## src/rtl/sqrt_req_arbiter.sv

```systemverilog
// Round-robin front end that shares one pipelined sqrt core among NREQ requesters.
// A tag pipe follows each issued operand so its root is routed back to the requester that sent it.
module sqrt_req_arbiter #(
   parameter int DW      = 16,
   parameter int NREQ    = 4,
   parameter int LAT     = 16,
   parameter int MAX_OUT = 4
) (
   input  logic                   i_Sys_clk,
   input  logic                   i_Rst,
   input  logic [NREQ-1:0]        i_Req_valid,
   input  logic [NREQ*DW-1:0]     i_Req_data,
   output logic [NREQ-1:0]        o_Req_ready,
   output logic                   o_Core_valid,
   output logic [DW-1:0]          o_Core_din,
   input  logic                   i_Core_valid,
   input  logic [DW/2-1:0]        i_Core_root,
   output logic [NREQ-1:0]        o_Rsp_valid,
   output logic [NREQ*DW/2-1:0]   o_Rsp_root,
   output logic                   o_Busy,
   output logic                   o_Err
);
   localparam int RW  = DW / 2;
   localparam int IDW = $clog2(NREQ);
   localparam int CW  = $clog2(MAX_OUT + 1);
   localparam logic [CW-1:0]  MAX_CNT = CW'(MAX_OUT);
   localparam logic [IDW:0]   NREQ_W  = (IDW + 1)'(NREQ);
   localparam logic [IDW-1:0] LAST_ID = IDW'(NREQ - 1);

   logic [IDW-1:0] ptr_reg;
   logic [CW-1:0]  out_cnt_reg [NREQ];
   logic           tag_valid_reg [LAT+1];
   logic [IDW-1:0] tag_id_reg [LAT+1];
   logic           rsp_valid_reg [NREQ];
   logic [RW-1:0]  rsp_root_reg [NREQ];
   logic           err_reg;

   logic [NREQ-1:0] eligible;
   logic [NREQ-1:0] release_slot;
   logic            grant_found;
   logic [IDW-1:0]  grant_id;
   logic [IDW:0]    search_idx;
   logic            tag_out_valid;
   logic [IDW-1:0]  tag_out_id;

   // Stage 0 lines up with o_Core_valid, so stage LAT lines up with i_Core_valid.
   assign tag_out_valid = tag_valid_reg[LAT];
   assign tag_out_id    = tag_id_reg[LAT];

   // Scan from the highest offset down so the closest eligible requester to ptr wins.
   always_comb begin
      grant_found = 1'b0;
      grant_id    = '0;
      search_idx  = '0;
      for (int i = NREQ - 1; i >= 0; i--) begin
         search_idx = {1'b0, ptr_reg} + (IDW + 1)'(i);
         if (search_idx >= NREQ_W)
            search_idx = search_idx - NREQ_W;
         if (eligible[search_idx[IDW-1:0]] && !i_Rst) begin
            grant_found = 1'b1;
            grant_id    = search_idx[IDW-1:0];
         end
      end
   end

   always_comb begin
      o_Req_ready = '0;
      if (grant_found)
         o_Req_ready[grant_id] = 1'b1;
   end

   always_ff @(posedge i_Sys_clk) begin
      if (i_Rst) begin
         ptr_reg      <= '0;
         o_Core_valid <= 1'b0;
         o_Core_din   <= '0;
      end else begin
         o_Core_valid <= grant_found;
         if (grant_found) begin
            ptr_reg    <= (grant_id == LAST_ID) ? '0 : grant_id + IDW'(1);
            o_Core_din <= i_Req_data[int'(grant_id) * DW +: DW];
         end
      end
   end

   always_ff @(posedge i_Sys_clk) begin
      if (i_Rst) begin
         tag_valid_reg[0] <= 1'b0;
         tag_id_reg[0]    <= '0;
      end else begin
         tag_valid_reg[0] <= grant_found;
         tag_id_reg[0]    <= grant_id;
      end
   end

   generate
      for (genvar gi = 1; gi <= LAT; gi++) begin : g_tag
         always_ff @(posedge i_Sys_clk) begin
            if (i_Rst) begin
               tag_valid_reg[gi] <= 1'b0;
               tag_id_reg[gi]    <= '0;
            end else begin
               tag_valid_reg[gi] <= tag_valid_reg[gi-1];
               tag_id_reg[gi]    <= tag_id_reg[gi-1];
            end
         end
      end
   endgenerate

   generate
      for (genvar gi = 0; gi < NREQ; gi++) begin : g_req
         assign eligible[gi]     = i_Req_valid[gi] && (out_cnt_reg[gi] < MAX_CNT);
         // A tag leaving the pipe frees its slot even if the core failed to answer.
         assign release_slot[gi] = tag_out_valid && (tag_out_id == IDW'(gi));

         always_ff @(posedge i_Sys_clk) begin
            if (i_Rst)
               out_cnt_reg[gi] <= '0;
            else if (o_Req_ready[gi] && !release_slot[gi])
               out_cnt_reg[gi] <= out_cnt_reg[gi] + CW'(1);
            else if (release_slot[gi] && !o_Req_ready[gi])
               out_cnt_reg[gi] <= out_cnt_reg[gi] - CW'(1);
         end

         always_ff @(posedge i_Sys_clk) begin
            if (i_Rst) begin
               rsp_valid_reg[gi] <= 1'b0;
               rsp_root_reg[gi]  <= '0;
            end else begin
               rsp_valid_reg[gi] <= release_slot[gi] && i_Core_valid;
               if (release_slot[gi] && i_Core_valid)
                  rsp_root_reg[gi] <= i_Core_root;
            end
         end

         assign o_Rsp_valid[gi]            = rsp_valid_reg[gi];
         assign o_Rsp_root[gi*RW +: RW]    = rsp_root_reg[gi];
      end
   endgenerate

   always_ff @(posedge i_Sys_clk) begin
      if (i_Rst)
         err_reg <= 1'b0;
      else if (i_Core_valid != tag_out_valid)
         err_reg <= 1'b1;
   end

   assign o_Err = err_reg;

   always_comb begin
      o_Busy = 1'b0;
      for (int k = 0; k < NREQ; k++)
         if (out_cnt_reg[k] != '0)
            o_Busy = 1'b1;
      for (int s = 0; s <= LAT; s++)
         if (tag_valid_reg[s])
            o_Busy = 1'b1;
   end
endmodule

```

## config.mk

```make
export PLATFORM = sky130hd
export DESIGN_NAME = sqrt_req_arbiter
export DESIGN_NICKNAME = d
export VERILOG_FILES = /design/src/rtl/sqrt_req_arbiter.sv
export SDC_FILE = /design/constraint.sdc
export NUM_CORES = 1
export LEC_CHECK = 0
export BUFFER_PORTS_ARGS = -buffer_cell sky130_fd_sc_hd__buf_2
export CAP_MARGIN = 20
export CORE_ASPECT_RATIO = 1.75
export CORE_MARGIN = 1.5
export CORE_UTILIZATION = 36
export CTS_BUF_LIST = sky130_fd_sc_hd__clkbuf_8 sky130_fd_sc_hd__clkbuf_16
export DETAILED_ROUTE_END_ITERATION = 10
export PLACE_DENSITY = 0.64
export SLEW_MARGIN = 30
export SYNTH_ARGS = -nofsm -noshare
export SYNTH_HDL_FRONTEND = slang
export SYNTH_SLANG_ARGS = --single-unit
```

## constraint.sdc

```tcl
create_clock -name i_Sys_clk -period 3.9 [get_ports i_Sys_clk]
set_clock_uncertainty 0.05 [all_clocks]
set_input_delay 0.39 -clock i_Sys_clk [delete_from_list [all_inputs] [get_ports i_Sys_clk]]
set_output_delay 0.39 -clock i_Sys_clk [all_outputs]
set_load 0.03 [all_outputs]
```

==> results.md, run 1 <==
* Status: finished clean
* Initial Util at 36.7%
* Total wire length at 13.5 mm
* Simple-gate share of the synthesized area at 22.0%
* WHS Path Cells at 3
* GRT Residual Overflow at 0
* Period utilization at 88.0%
* CTS root buffer: clkbuf_16
* Switching Share at 32.2%
* Total die area at 0.0158 mm2
* Seq pwr share at 36.9%
* Mux share of post-synthesis cell area at 3.35%
* IO buf count at 137
* Async S/R FF share, synth at 0%
* PD cells at 605 mW/mm2
* First-pass GRT wire length at 20.9 mm
* Num Clock Sinks at 118
* Most common cell after layout, fill and taps aside: buf_2
* Worst endpoint required time at 3460 ps
* Vias per inst at 5.12
* Commonest non-fill, non-tap cells in the layout: buf_2 (137), dfxtp_1 (74), nor2b_1 (52), edfxtp_1 (44), and2_1 (36)
* Max FFs per register at 34
* Most used DFF post-synth: dfxtp_1
* Tot Pwr at 4.12 mW
* Sequential element share of the synthesized area at 51.8%
* Final Hold Viols at 0
* CTS Buf Count at 17
* Post-synth EDFFs at 44
* Cell Area, Placed at 0.00621 mm2
* Clk_lat worst skew at 410 ps
* R2R Setup Slk at 700 ps
* Synth Instances at 510
* Pleak at 2.83 nW
* Pin count of the biggest net entering global routing at 65
* Worst Reg2Reg Path Length in Cells at 11
* Slew Limit Fails at 0
* Syn_area_per_cell at 10.6 um2
* CTS tree: yes
* Largest family of logic cells by synthesized area: simple AND/OR/NAND/NOR gates
* Final #Nets at 737
* Worst-Margin Slew at 963 ps
* WP data arrival at 2990 ps
* Vias at 4300
* Clock Path Buffers at 2
* HPWL Detailed at 9.86 mm
* Distinct cells, synth at 64
* Syn-to-layout area delta at 25.8%
* Worst Setup Start Kind: flip-flop
* Synthesis warning total at 0
* Clock power frac at 38.7%
* Hold Path End: o_Core_din[4]
* Core ar. at 0.0148 mm2
* First drt pass iteration count at 5
* Switch Pwr at 1.33 mW
* Worst hold path class: input pin to flip-flop
* Maximum VDD drop at 0.319 mV
* Largest delay share family, worst path: buffers and inverters
* Post-synthesis xor/xnor area fraction at 1.46%
* Critical R2R Capture: out_cnt_reg[2][2]
* Number of max-cap violations at 0
* Mapped cell area at 0.00542 mm2
* Unrepaired setup endpoints after global routing: false
* Tmin final at 3430 ps
* Complex-gate fraction of the synthesized area at 13.4%
* Routed WL per cell at 16.1 um
* Die height at 165 um
* F_max at 0.291 GHz
* H-tree levels at 4
* Final Worst Setup Slack at 469 ps
* Post-Place Setup Slack at 698 ps
* CP Capture Type: output port
* # DRC at 0
* Rel. slew slack at 35.4%
* Worst path max stage delay at 680 ps
* Setup CP Type: flip-flop to output port
* HP Start: i_Req_data[36]
* Gate power share at 24.5%
* Ports at 138
* WP buf/inv at 3
* Share of cells above drive strength 1 at 29.7%
* Reg2reg start: out_cnt_reg[0][2]
* # rows at 59
* Internal Power at 2.80 mW
* Post CTS Setup Buffer Count at 0
* Hold-fix buffers, CTS at 0
* Crit path max fanout at 34
* DR iter-0 viols at 204
* Initial antenna violation count at 0
* Synth Net Count at 603
* Vias in the first global route at 4184
* Critical path's slowest cell: dfxtp_1
* Post_cts resized at 0
* Worst-path cell chain: inv_2, o211ai_1, o2111ai_2, o31ai_4, buf_4, ha_1, and2_1, buf_2
* Setup TNS at 0 ps
* Gpl congestion at 0.831
* Diode count at 0
* Register bit count reported by yosys at 118
* Final setup fails at 0
* Final ANT Viol Nets at 0
* Fin area at 0.00681 mm2
* Tot GR Track Use at 17.6%
* Post-Synth Adder-Cell Area at 3.37%
* Die W at 95.7 um
* Clk slew on worst S/H paths at 60 ps
[logic make-up after synthesis]
kind of cell,count (synthesis)
AO/OA/AOI/OAI,94
multiplexers,18
adder cells (fa/ha/maj),14
AND/OR/NAND/NOR,209
XOR/XNOR,9
flip-flops,118
buffers and inverters,48
[routing by layer]
layer | part of all wire, % | track usage (%)
met2 | 54 | 32.7
met3 | 6.9 | 4.58
met4 | 2.0 | 7.09
met5 | 0 | 0
met1 | 37 | 18.1
[worst reg2reg max path, cell delays in order, from the launching register on]
cell and delay, ps:
edfxtp_1 480, nor2b_1 530, o211ai_1 180, o2111ai_2 180, o31ai_4 100, ha_1 210, a21oi_1 240, nand2_1 110
fa_1 380, xnor2_1 210, mux2i_1 210, nor2_1 50
[power by group through the flow]
stage	sequential, mW	clock, mW	combinational [mW]
final	1.52	1.59	1.01
after global routing	1.54	1.66	1.10
after CTS	1.52	1.62	1.02
after detailed placement	1.54	0	1.01
after global placement	1.54	0	0.998
after floorplan	1.69	0	0.591
[cell type report]
type / instances / area, um2
Fill cell: 1414 / 7950
Sequential cell: 118 / 2800
Clock inverter: 14 / 160
Clock buffer: 18 / 439
Tap cell: 183 / 229
Inverter: 18 / 67.6
Timing Repair Buffer: 145 / 746
Multi-Input combinational cell: 344 / 2370
[Yosys cell counts (3+ instances only)]
cell | instances | area (um2)
dfxtp_1 | 74 | 1480
nor2b_1 | 52 | 325
edfxtp_1 | 44 | 1320
and2_1 | 36 | 225
nor2_1 | 35 | 131
nand2_1 | 30 | 113
a21oi_1 | 17 | 85.1
mux2i_1 | 17 | 170
inv_1 | 16 | 60.1
o211ai_1 | 15 | 113
ha_1 | 13 | 163
clkbuf_1 | 11 | 41.3
nor3b_1 | 10 | 75.1
o21ai_0 | 10 | 50.1
a22oi_1 | 9 | 67.6
nand4_1 | 9 | 56.3
o221ai_1 | 8 | 70.1
a21boi_0 | 7 | 52.6
buf_4 | 7 | 52.6
nand2b_1 | 7 | 43.8
nor3_1 | 6 | 30.0
xnor2_1 | 6 | 52.6
buf_2 | 5 | 25.0
buf_6 | 5 | 56.3
nor4_1 | 5 | 31.3
o311ai_1 | 5 | 43.8
nand3_1 | 3 | 15.0
nand3b_1 | 3 | 22.5
xor2_1 | 3 | 26.3
[per-stage QoR]
stage / instances / hold slack (ps) / utilization [%]
CTS: 840 / 184 / 46.1
global placement: 808 / 371 / 42.1
finish: 840 / 194 / 46.1
detailed placement: 808 / 375 / 42.1
global route: 840 / 200 / 46.1
floorplan: 510 / 364 / -
[how the worst max path moves through the flow]
stage	startpoint	endpoint	slack, ps	cells past startpoint
6_report	ptr_reg[0]	o_Req_ready[3]	470	8
5_1_grt	ptr_reg[0]	o_Req_ready[3]	310	8
4_1_cts	out_cnt_reg[0][2]	o_Req_ready[3]	430	8
3_5_place_dp	out_cnt_reg[0][2]	out_cnt_reg[2][2]	700	11
3_3_place_gp	out_cnt_reg[0][2]	out_cnt_reg[2][2]	790	11
2_1_floorplan	out_cnt_reg[1][2]	out_cnt_reg[2][2]	790	13
Power figures use the tool's default switching activity.
==> inputs of run 2 (changes only) <==
--- a/config.mk
+++ b/config.mk
@@ -10,10 +10,11 @@
 export CORE_ASPECT_RATIO = 1.75
 export CORE_MARGIN = 1.5
 export CORE_UTILIZATION = 36
-export CTS_BUF_LIST = sky130_fd_sc_hd__clkbuf_8 sky130_fd_sc_hd__clkbuf_16
+export CTS_BUF_LIST = sky130_fd_sc_hd__clkbuf_4 sky130_fd_sc_hd__clkbuf_8
 export DETAILED_ROUTE_END_ITERATION = 10
 export PLACE_DENSITY = 0.64
 export SLEW_MARGIN = 30
 export SYNTH_ARGS = -nofsm -noshare
 export SYNTH_HDL_FRONTEND = slang
 export SYNTH_SLANG_ARGS = --single-unit
+export TNS_END_PERCENT = 1
==> results.md, run 2 (synthesis results as in run 1) <==
* Status: finished clean
* Placed cells at 808 (unchanged)
* Core ar. at 0.0148 mm2 (unchanged)
* Crit path to: o_Req_ready[3]
* Clock Path Buffers at 2 (unchanged)
* Maximum VDD drop at 0.276 mV (-14%)
* Fin area at 0.00663 mm2 (-2.7%)
* Initial Util at 36.7% (unchanged)
* Worst Setup Start Kind: flip-flop
* First-pass GRT wire length at 20.5 mm (-1.8%)
* Final core area utilization at 44.9% (-1.2 points)
* Pin count of the biggest net entering global routing at 65 (unchanged)
* Die W at 95.7 um (unchanged)
* Routed WL per cell at 15.9 um (-1.4%)
* R2R Setup Slk at 660 ps (-40 ps)
* Setup CP Type: flip-flop to output port
* Tot Pwr at 3.70 mW (-10%)
* WP data arrival at 3020 ps (+30 ps)
* Worst Reg2Reg Path Length in Cells at 11 (unchanged)
* H-tree levels at 4 (unchanged)
* Hold-fix buffers, CTS at 0 (unchanged)
* CP Capture Type: output port
* Gpl congestion at 0.831 (unchanged)
* CTS Buf Count at 17 (unchanged)
* Rel. slew slack at 35.9% (+0.44 points)
* Syn-to-layout area delta at 22.4%
* Setup TNS at 0 ps (unchanged)
* Vias per inst at 5.09 (-0.53%)
* Tmin final at 3460 ps (+33.0 ps)
* Post CTS Setup Buffer Count at 0 (unchanged)
* CTS root buffer: clkbuf_8
* Worst-Margin Slew at 957 ps (-6.58 ps)
* Cell Area, Placed at 0.00621 mm2 (unchanged)
* HP Start: i_Req_data[36]
* IO buf count at 137 (unchanged)
* Number of max-cap violations at 0 (unchanged)
* PD cells at 559 mW/mm2 (-7.6%)
* # rows at 59 (unchanged)
* Die height at 165 um (unchanged)
* # DRC at 0 (unchanged)
* Final setup fails at 0 (unchanged)
* Final Worst Setup Slack at 436 ps (-33.0 ps)
* Fill count at 1446 (+2.3%)
* First drt pass iteration count at 5 (unchanged)
* Period utilization at 88.8% (+0.85 points)
* Critical R2R Capture: out_cnt_reg[2][2]
* Cell Count, Final, Fillers Out at 840 (unchanged)
* Vias at 4277 (-0.53%)
* Initial antenna violation count at 0 (unchanged)
* DR iter-0 viols at 187 (-8.3%)
* Post-Place Setup Slack at 698 ps (unchanged)
* F_max at 0.289 GHz (-0.95%)
* Crit path max fanout at 34 (unchanged)
* GRT Residual Overflow at 0 (unchanged)
* CP startpoint: ptr_reg[0]
* Diode count at 0 (unchanged)
* Max FFs per register at 34 (unchanged)
* Most common cell after layout, fill and taps aside: buf_2
* Share of cells above drive strength 1 at 30.0% (+0.30 points)
* Hold Worst Slack at 165 ps (-29.2 ps)
* Final ANT Viol Nets at 0 (unchanged)
* Clk slew on worst S/H paths at 80 ps (+20 ps)
* Total die area at 0.0158 mm2 (unchanged)
* Worst endpoint required time at 3460 ps (about the same)
* CTS tree: yes
* Worst hold path class: input pin to flip-flop
* Ports at 138 (unchanged)
* Total wire length at 13.3 mm (-1.4%)
* HPWL Detailed at 9.86 mm (unchanged)
* Num Clock Sinks at 118 (unchanged)
* Final Hold Viols at 0 (unchanged)
* Pleak at 2.74 nW (-3.1%)
* Commonest non-fill, non-tap cells in the layout: buf_2 (137), dfxtp_1 (74), nor2b_1 (52), edfxtp_1 (44), and2_1 (36)
* Vias in the first global route at 4132 (-1.2%)
* Reg2reg start: out_cnt_reg[0][2]
* Post_cts resized at 0 (unchanged)
* Slew Limit Fails at 0 (unchanged)
* Unrepaired setup endpoints after global routing: false
* Final #Nets at 737 (unchanged)
* Clk_lat worst skew at 440 ps (+30 ps)
* Tot GR Track Use at 17.2% (-0.33 points)
[run 2: changes by cell type in the layout (fill, tap and decap cells not counted), sizes merged]
cell and change:
clkbuf +2, inv -2
[run 2: per-layer routing]
layer / track usage [%] / up-vias / share of wire [%]
li1: - / 2080 / -
met1: 18.1 / 2014 / 37
met2: 32.0 / 165 / 54
met3: 4.17 / 18 / 6.6
met4: 6.82 / 0 / 2.0
met5: 0 / - / 0
[run 2: area by class of cell]
cell class                      instances  area (um2)  share of cell area [%]
Clock buffer                           20         263                    3.97
Clock inverter                         12         153                    2.30
Inverter                               18        67.6                    1.02
Multi-Input combinational cell        344        2370                    35.7
Sequential cell                       118        2800                    42.3
Tap cell                              183         229                    3.46
Timing Repair Buffer                  145         746                    11.3
[run 2: power breakdown]
part           switching (mW)  leakage (nW)  internal [mW]
Clock                   0.516         0.204          0.662
Sequential             0.0996          1.06           1.42
Combinational           0.649          1.48          0.358
Total                    1.26          2.74           2.44
[run 2: worst max-delay path, cell delays in order, from the launching register on]
cell and delay (ps):
dfxtp_1 690, inv_2 210, o211ai_1 160, o2111ai_2 220, o31ai_4 250, buf_4 370
ha_1 270, and2_1 190, buf_2 210
[run 2: how the worst min path moves through the flow]
stage / end / depth (start not counted)
2_1_floorplan: tag_id_reg[10][0] / 1
3_3_place_gp: tag_id_reg[4][0] / 1
3_5_place_dp: tag_id_reg[3][0] / 1
4_1_cts: o_Core_din[4] / 3
5_1_grt: o_Core_din[13] / 3
6_report: o_Core_din[4] / 3
==> inputs of run 3 (changes only) <==
--- a/config.mk
+++ b/config.mk
@@ -10,7 +10,7 @@
 export CORE_ASPECT_RATIO = 1.75
 export CORE_MARGIN = 1.5
 export CORE_UTILIZATION = 36
-export CTS_BUF_LIST = sky130_fd_sc_hd__clkbuf_4 sky130_fd_sc_hd__clkbuf_8
+export CTS_BUF_LIST = sky130_fd_sc_hd__clkbuf_16
 export DETAILED_ROUTE_END_ITERATION = 10
 export PLACE_DENSITY = 0.64
 export SLEW_MARGIN = 30
==> results.md, run 3 (synthesis results as in run 1) <==
* Unrepaired setup endpoints after global routing: false
* Worst Reg2Reg Path Length in Cells at 11 (unchanged)
* Number of max-cap violations at 0 (unchanged)
* PD cells at 603 mW/mm2 (+7.8%)
* DR iter-0 viols at 209 (+12%)
* Clk slew on worst S/H paths at 60 ps (-20 ps)
* Reg2reg start: out_cnt_reg[0][2]
* Max FFs per register at 34 (unchanged)
* Critical R2R Capture: out_cnt_reg[2][2]
* Fill count at 1415 (-2.1%)
* Final ANT Viol Nets at 0 (unchanged)
* Pin count of the biggest net entering global routing at 65 (unchanged)
* Clock Path Buffers at 2 (unchanged)
* Share of cells above drive strength 1 at 29.5% (-0.46 points)
* Worst hold path class: input pin to flip-flop
* CP Depth at 8 (unchanged)
* Worst endpoint required time at 3460 ps (about the same)
* Gpl congestion at 0.831 (unchanged)
* Tmin final at 3430 ps (-38.2 ps)
* WP buf/inv at 2 (-1)
* Slew Limit Fails at 0 (unchanged)
* Routed WL per cell at 16.0 um (+1.0%)
* Fin area at 0.00680 mm2 (+2.6%)
* Setup CP Type: flip-flop to output port
* Die W at 95.7 um (unchanged)
* Post_cts resized at 0 (unchanged)
* # DRC at 0 (unchanged)
* Post CTS Setup Buffer Count at 0 (unchanged)
* Critical path's slowest cell: edfxtp_1
* First drt pass iteration count at 5 (unchanged)
* Status: finished clean
* Largest delay share family, worst path: simple AND/OR/NAND/NOR gates
* Vias at 4269 (-0.19%)
* Post-Place Setup Slack at 698 ps (unchanged)
* Hold-fix buffers, CTS at 0 (unchanged)
* Worst-Margin Slew at 957 ps (+0.338 ps)
* Setup TNS at 0 ps (unchanged)
* Final Worst Setup Slack at 474 ps (+38.2 ps)
* IO buf count at 137 (unchanged)
* Core ar. at 0.0148 mm2 (unchanged)
* Crit path to: o_Req_ready[3]
* Ports at 138 (unchanged)
* CTS tree: yes
* Initial Util at 36.7% (unchanged)
* Clk_lat worst skew at 410 ps (-30 ps)
* Total wire length at 13.5 mm (+1.0%)
* CP Capture Type: output port
* Die height at 165 um (unchanged)
* Vias in the first global route at 4178 (+1.1%)
* Diode count at 0 (unchanged)
* R2R Setup Slk at 700 ps (+40 ps)
* Total die area at 0.0158 mm2 (unchanged)
* Final Hold Viols at 0 (unchanged)
* Worst path max stage delay at 480 ps (-210 ps)
* Syn-to-layout area delta at 25.6%
* CP startpoint: out_cnt_reg[0][2]
* Rel. slew slack at 35.9% (about the same)
* GRT Residual Overflow at 0 (unchanged)
* H-tree levels at 4 (unchanged)
* First-pass GRT wire length at 20.9 mm (+1.7%)
* Num Clock Sinks at 118 (unchanged)
* Tot GR Track Use at 17.5% (+0.29 points)
* HPWL Detailed at 9.86 mm (unchanged)
* Vias per inst at 5.08 (-0.19%)
* Most common cell after layout, fill and taps aside: buf_2
* Commonest non-fill, non-tap cells in the layout: buf_2 (137), dfxtp_1 (74), nor2b_1 (52), edfxtp_1 (44), and2_1 (36)
* F_max at 0.292 GHz (+1.1%)
* Initial antenna violation count at 0 (unchanged)
* Cell Area, Placed at 0.00621 mm2 (unchanged)
* Crit path max fanout at 34 (unchanged)
* Pleak at 2.82 nW (+3.0%)
* Worst-path cell chain: nand2b_1, nand4_1, nand4_2, o31ai_4, buf_4, ha_1, and2_1, buf_2
* CTS Buf Count at 17 (unchanged)
* Worst Setup Start Kind: flip-flop
* # rows at 59 (unchanged)
* CTS root buffer: clkbuf_16
* Tot Pwr at 4.10 mW (+11%)
* WP data arrival at 2990 ps (-30 ps)
* Final #Nets at 737 (unchanged)
* Final setup fails at 0 (unchanged)
* Maximum VDD drop at 0.316 mV (+15%)
* Period utilization at 87.8% (-0.98 points)
==> run 3: cell count changes in the layout (fill, tap and decap cells not counted), sizes merged <==
cell / delta
inv: +2
clkinv: +1
clkbuf: -3
==> run 3: metal layers <==
layer  vias to the layer above  global-route usage (%)  part of all wire (%)
li1                       2074                       -                     -
met1                      2032                    18.0                    38
met2                       149                    33.0                    55
met3                        14                    4.58                   6.1
met4                         0                    6.55                   1.3
met5                         -                       0                     0
==> run 3: stage by stage <==
step / cells / utilization (%) / hold slack (ps)
floorplan: 510 / - / 364
global placement: 808 / 42.1 / 371
detailed placement: 808 / 42.1 / 375
CTS: 840 / 46.1 / 184
global route: 840 / 46.1 / 200
finish: 840 / 46.1 / 196
==> run 3: worst min path at each step <==
| stage | start | to | slack (ps) | cells after the start |
|---|---|---|---|---|
| 6_report | i_Req_data[36] | o_Core_din[4] | 200 | 3 |
| 5_1_grt | i_Req_data[45] | o_Core_din[13] | 200 | 3 |
| 4_1_cts | i_Req_data[36] | o_Core_din[4] | 180 | 3 |
| 3_5_place_dp | tag_id_reg[2][0] | tag_id_reg[3][0] | 370 | 1 |
| 3_3_place_gp | tag_id_reg[3][0] | tag_id_reg[4][0] | 370 | 1 |
| 2_1_floorplan | tag_id_reg[9][0] | tag_id_reg[10][0] | 360 | 1 |
==> run 3: layout make-up <==
type                       instances  area [um2]  area share [%]
clock inverter                    15         164            2.41
multi-input combinational        344        2370            34.8
timing repair buffer             145         746            11.0
inverter                          18        67.6           0.994
clock buffer                      17         425            6.26
tap                              183         229            3.37
sequential                       118        2800            41.2
==> run 3: worst reg2reg max path, delay by kind of cell (launching register included) <==
family                   cells  cell delay (ps)
AO/OA/AOI/OAI                4              700
AND/OR/NAND/NOR              3              690
XOR/XNOR                     1              220
flip-flops                   1              480
multiplexers                 1              210
adder cells (fa/ha/maj)      2              590
==> run 3: where the power goes <==
| group | internal [mW] | switching, mW | total (mW) | leakage [nW] |
|---|---|---|---|---|
| clock network | 0.995 | 0.575 | 1.57 | 0.287 |
| registers | 1.42 | 0.0991 | 1.52 | 1.06 |
| logic | 0.358 | 0.648 | 1.01 | 1.48 |
| total | 2.78 | 1.32 | 4.10 | 2.82 |
